--- config.mk ---
export PLATFORM = sky130hd
export DESIGN_NAME = div_4_seq
export DESIGN_NICKNAME = d
export VERILOG_FILES = /design/src/rtl/div_4_seq.sv
export SDC_FILE = /design/constraint.sdc
export NUM_CORES = 1
export LEC_CHECK = 0
export CAP_MARGIN = 20
export CORE_MARGIN = 2
export CORE_UTILIZATION = 50
export CTS_CLUSTER_DIAMETER = 30
export DETAILED_ROUTE_END_ITERATION = 8
export HOLD_SLACK_MARGIN = 0.03
export PLACE_DENSITY = 0.8
export SETUP_SLACK_MARGIN = 0.05
export SLEW_MARGIN = 20
export SYNTH_ARGS = -nofsm -noshare
export SYNTH_HDL_FRONTEND = slang
export SYNTH_SLANG_ARGS = --single-unit
export TNS_END_PERCENT = 100
--- constraint.sdc ---
create_clock -name clk -period 2 [get_ports clk]
set_input_delay 0.3 -clock clk [delete_from_list [all_inputs] [get_ports clk]]
set_output_delay 0.3 -clock clk [all_outputs]
set_load 0.02 [all_outputs]
--- src/rtl/div_4_seq.sv ---
// Sequential restoring divider: one quotient bit per clock, start/done handshake.
// Results are registered one cycle after the DONE state is entered.
module div_4_seq #(
  parameter int WIDTH = 4
) (
  input  logic             clk,
  input  logic             rst_n,
  input  logic             start,
  input  logic [WIDTH-1:0] dividend,
  input  logic [WIDTH-1:0] divisor,
  output logic             busy,
  output logic             done,
  output logic [WIDTH-1:0] quotient,
  output logic [WIDTH-1:0] remainder,
  output logic             div_by_zero
);

  localparam logic [1:0] S_IDLE = 2'd0;
  localparam logic [1:0] S_CALC = 2'd1;
  localparam logic [1:0] S_DONE = 2'd2;
  localparam int         CW     = $clog2(WIDTH + 1);

  logic [1:0]       state;
  logic [WIDTH-1:0] q_r;
  logic [WIDTH-1:0] r_r;
  logic [WIDTH-1:0] d_r;
  logic [CW-1:0]    count;
  logic             dz_r;
  logic             accept;

  // One restoring step: shift {R,Q} left, trial-subtract D, keep or restore.
  // R never exceeds 2^(WIDTH-1)-1 before its final shift, so no bit is lost.
  function automatic logic [2*WIDTH-1:0] div_step(
    input logic [WIDTH-1:0] r,
    input logic [WIDTH-1:0] q,
    input logic [WIDTH-1:0] d
  );
    logic [WIDTH-1:0] rs;
    logic [WIDTH:0]   trial;
    rs    = {r[WIDTH-2:0], q[WIDTH-1]};
    trial = {1'b0, rs} - {1'b0, d};
    if (!trial[WIDTH]) div_step = {trial[WIDTH-1:0], q[WIDTH-2:0], 1'b1};
    else               div_step = {rs, q[WIDTH-2:0], 1'b0};
  endfunction

  assign accept = start && ((state == S_IDLE) || (state == S_DONE));

  always_ff @(posedge clk or negedge rst_n) begin
    if (!rst_n) begin
      state       <= S_IDLE;
      q_r         <= '0;
      r_r         <= '0;
      d_r         <= '0;
      count       <= '0;
      dz_r        <= 1'b0;
      busy        <= 1'b0;
      done        <= 1'b0;
      quotient    <= '0;
      remainder   <= '0;
      div_by_zero <= 1'b0;
    end else begin
      done <= 1'b0;
      case (state)
        S_IDLE: ;
        S_CALC: begin
          {r_r, q_r} <= div_step(r_r, q_r, d_r);
          count      <= count + 1'b1;
          if (count == CW'(WIDTH - 1)) begin
            state <= S_DONE;
            busy  <= 1'b0;
          end
        end
        S_DONE: begin
          done        <= 1'b1;
          quotient    <= dz_r ? '1  : q_r;
          remainder   <= dz_r ? q_r : r_r;
          div_by_zero <= dz_r;
          state       <= S_IDLE;
        end
        default: begin
          state <= S_IDLE;
          busy  <= 1'b0;
        end
      endcase
      // A start in DONE overrides the return to IDLE (back-to-back operation).
      if (accept) begin
        d_r   <= divisor;
        q_r   <= dividend;
        r_r   <= '0;
        count <= '0;
        dz_r  <= (divisor == '0);
        state <= (divisor == '0) ? S_DONE : S_CALC;
        busy  <= (divisor != '0);
      end
    end
  end

endmodule

==> impl_results.md, run 1 <==
- Status: complete, no violations
- Fillers: ~230
- Worst EP required: 2220 ps
- Post-synthesis sequential area ratio: 0.517
- RSZ-0062 raised after global routing: no
- Clock Tree Root: clkbuf_4
- Rel. slew slack: 0.644
- Initial antenna violation count: 0
- DR WL/cell: 13.9 µm
- Crit. Startpoint: q_r[3]$_DFFE_PN0P_
- Avg Vias per Cell: around 5.6
- Post-synthesis compound-gate area fraction: 0.152
- Site row count: 19
- PwrDens: 1830 mW/mm²
- Synth Area in Adders: 0.0678
- Mapped Area: 0.00140 mm²
- Post-Syn Instances: between 100 and 150
- Setup_tns: 0 ps
- Top delay family on crit path: adder cells
- Commonest cells post-synth: 29 x dfrtp_1, 23 x nand2_1, 16 x o21ai_0
- Worst-path clk slew: approximately 90 ps
- VDD IR max: approximately 1.2 mV
- Cell types occupying the most area after synthesis: dfrtp_1 52%, nand2_1 6.2%, o21ai_0 5.7%
- Total CTS buffers: 5
- Post-synth net total: 154
- Synth area leader: dfrtp_1
- Iter 0 DRT Violations: 18
- Die W: between 50 and 60 µm
- Antenna diode count: 0
- Largest family of logic cells by synthesized area: compound AO/OA/AOI/OAI gates
- Largest net degree at the start of global routing: 30
- Fmax: 0.545 GHz
- Syn avg cell area: ~10 µm²
- Least-Margin Pin Slew: between 500 and 600 ps
- TritonRoute pass-1 iters: 4
- Remaining global-route overflow: 0
- Post-synth top flop: dfrtp_1
- HPWL Detailed: around 2 mm
- Leakage Power: ~0.83 nW
- Final Non-Filler Cells: between 150 and 200
- Die Span Y: between 50 and 60 µm
- Worst-path cell chain: inv_1 -> ha_2 -> fa_2 -> nand2b_2 -> o2bb2ai_4 -> mux2i_1 -> a22o_1
- Min-Delay Path Class: in2async
- H-tree Lvls: 2
- Layout cells sized above 1: 0.116
- # clock sinks: 29
- Top-count cell post-synth: dfrtp_1
- Global-route wire length before repair: around 4.6 mm
- Xor/xnor cell area share of the yosys netlist: 0.00624
- CTS tree: built
- Number of synthesized flops with an enable pin: 0
- Post-synthesis mux area share: 0.0580
- Crit path buf inv count: 1
- GRT Util Overall: 0.188
- Fin. Hold Viols: 0
- CORE AREA: roughly 0.0027 mm²
- Largest incremental delay on the critical path: 360 ps
- Vias in the first global route: roughly 1000
- Yosys reg bits: 29
- Placed insts: between 150 and 200
- R2r setup slk: roughly 160 ps
- Post-route antenna net violation count: 0
- Worst skew pair latency: around 330 ps
- Simple-Gate Fraction of Synth Area: 0.145
- Worst setup SP type: flop
- Post-synthesis cell type count: 31
- IO Count: 22
- Port Buffers: 21
- CP max FO: 5
- Synth Warn #: 0
- Final WL: between 2 and 3 mm
- Setup Skew: between 10 and 15 ps
- Arr. time, crit path: about 2100 ps
- Die area: 0.00325 mm²
- Final Setup Violations: 0
- Yosys top cell area share: 0.517
- Max Cap Violations: 0
- Nets@finish: approximately 180
- Total number of vias: 1093
- Area grow syn2layout: 25.2%
- Async SR Flop Fraction: 1.00
- FF-to-FF Start: q_r[3]$_DFFE_PN0P_
- Worst setup path category: reg2reg
- Initial core utilization: 0.518
- Final GP Congestion: just over 0.8
- Final Slew Violations: 0
- Reg2Reg Depth: 7
- Final Cell Area: ~0.0018 mm²
- Post-CTS Hold Fix Bufs: 0
- Fin crit share: 0.918
- Max clock buf depth: 2
- Final Critical Period: 1840 ps
- CP Capture Type: flop
- Slowest CP cell: dfrtp_1
- DRC Markers: 0
- Placed inst area: 0.00164 mm²
- Reg2Reg Capture Point: r_r[0]$_DFFE_PN0P_
-- routing by layer --
metal,track usage,share of wire,vias to the layer above
met5,0,0,-
met1,0.231,0.43,518
met2,0.309,0.47,39
li1,-,-,526
met3,0.0522,0.059,10
met4,0.0897,0.035,0
-- worst register-to-register path, stage by stage, from the launching register on --
cell       delay [ps]
dfrtp_1           360
inv_1              80
ha_2              210
fa_2              340
nand2b_2          220
o2bb2ai_4         180
mux2i_1           150
a22o_1            190
-- registers in the layout, summed over array words and instances (netlist names) --
signal,cells
done,1
busy,1
dz_r,1
state,2
remainder,4
count,3
r_r,4
q_r,4
quotient,4
d_r,4
div_by_zero,1
-- through the flow --
step                power [W]   util  hold slack, ps  setup slack, ps
detailed placement    0.00264  0.605             468             45.6
floorplan             0.00217      -            4.41              191
global placement      0.00255  0.605             461              124
finish                0.00322  0.648             350              164
global route          0.00349  0.648             376             74.0
CTS                   0.00316  0.639             363             52.4
-- kinds of logic (layout without fill, tap and decap cells) --
logic type / after synthesis / after routing
AO/OA/AOI/OAI: 34 / 34
flip-flops: 29 / 29
XOR/XNOR: 1 / 1
AND/OR/NAND/NOR: 42 / 42
adder cells (fa/ha/maj): 7 / 7
buffers and inverters: 15 / 43
multiplexers: 8 / 8
-- final cells by class --
cell class	instances	area, µm²	share of cell area
Clock inverter	1	30.0	0.0171
Multi-Input combinational cell	92	626	0.356
Sequential cell	29	726	0.413
Timing Repair Buffer	26	248	0.141
Inverter	9	33.8	0.0192
Tap cell	31	38.8	0.0221
Clock buffer	7	55.1	0.0313
-- power by group --
part	switching [W]	internal [W]
sequential	0.000217	0.000862
combinational	0.000861	0.000782
clock	0.000195	0.000298
total	0.00127	0.00194
-- worst max path at each step --
| stage | endpoint | slack (ps) | cells after the start |
|---|---|---|---|
| floorplan | r_r[3]$_DFFE_PN0P_ | 190 | 7 |
| global placement | r_r[3]$_DFFE_PN0P_ | 120 | 7 |
| detailed placement | r_r[3]$_DFFE_PN0P_ | 50 | 7 |
| CTS | r_r[3]$_DFFE_PN0P_ | 50 | 7 |
| global route | r_r[0]$_DFFE_PN0P_ | 70 | 7 |
| finish | r_r[0]$_DFFE_PN0P_ | 160 | 7 |
-- cells in the final DEF, fill, tap and decap left out, types with 3 or more instances in the layout --
master           instances
buf_4                    5
nor2_1                   8
mux2i_1                  7
o21ai_0                 16
nand2b_1                 3
inv_1                    9
nand2_1                 23
clkdlybuf4s50_1         21
ha_1                     5
a22o_1                   3
dfrtp_1                 29
a21oi_1                  6
clkbuf_4                 5
a22oi_1                  3
-- timing repair --
action | CTS | global route
buffers inserted | 1 | 0
setup endpoints to repair | 1 | 3
gates resized for setup | 0 | 4
Power figures use the tool's default switching activity.
==> inputs of run 2 (changes only) <==
- GPL_ROUTABILITY_DRIVEN: unset -> 1
- SLEW_MARGIN: 20 -> unset
==> results of run 2 <==
Same layout as run 1: the final DEF is identical, and so are final timing and power.
==> inputs of run 3 (changes only) <==
- HOLD_SLACK_MARGIN: 0.03 -> unset
==> results of run 3 <==
Same layout as run 1: the final DEF is identical, and so are final timing and power.
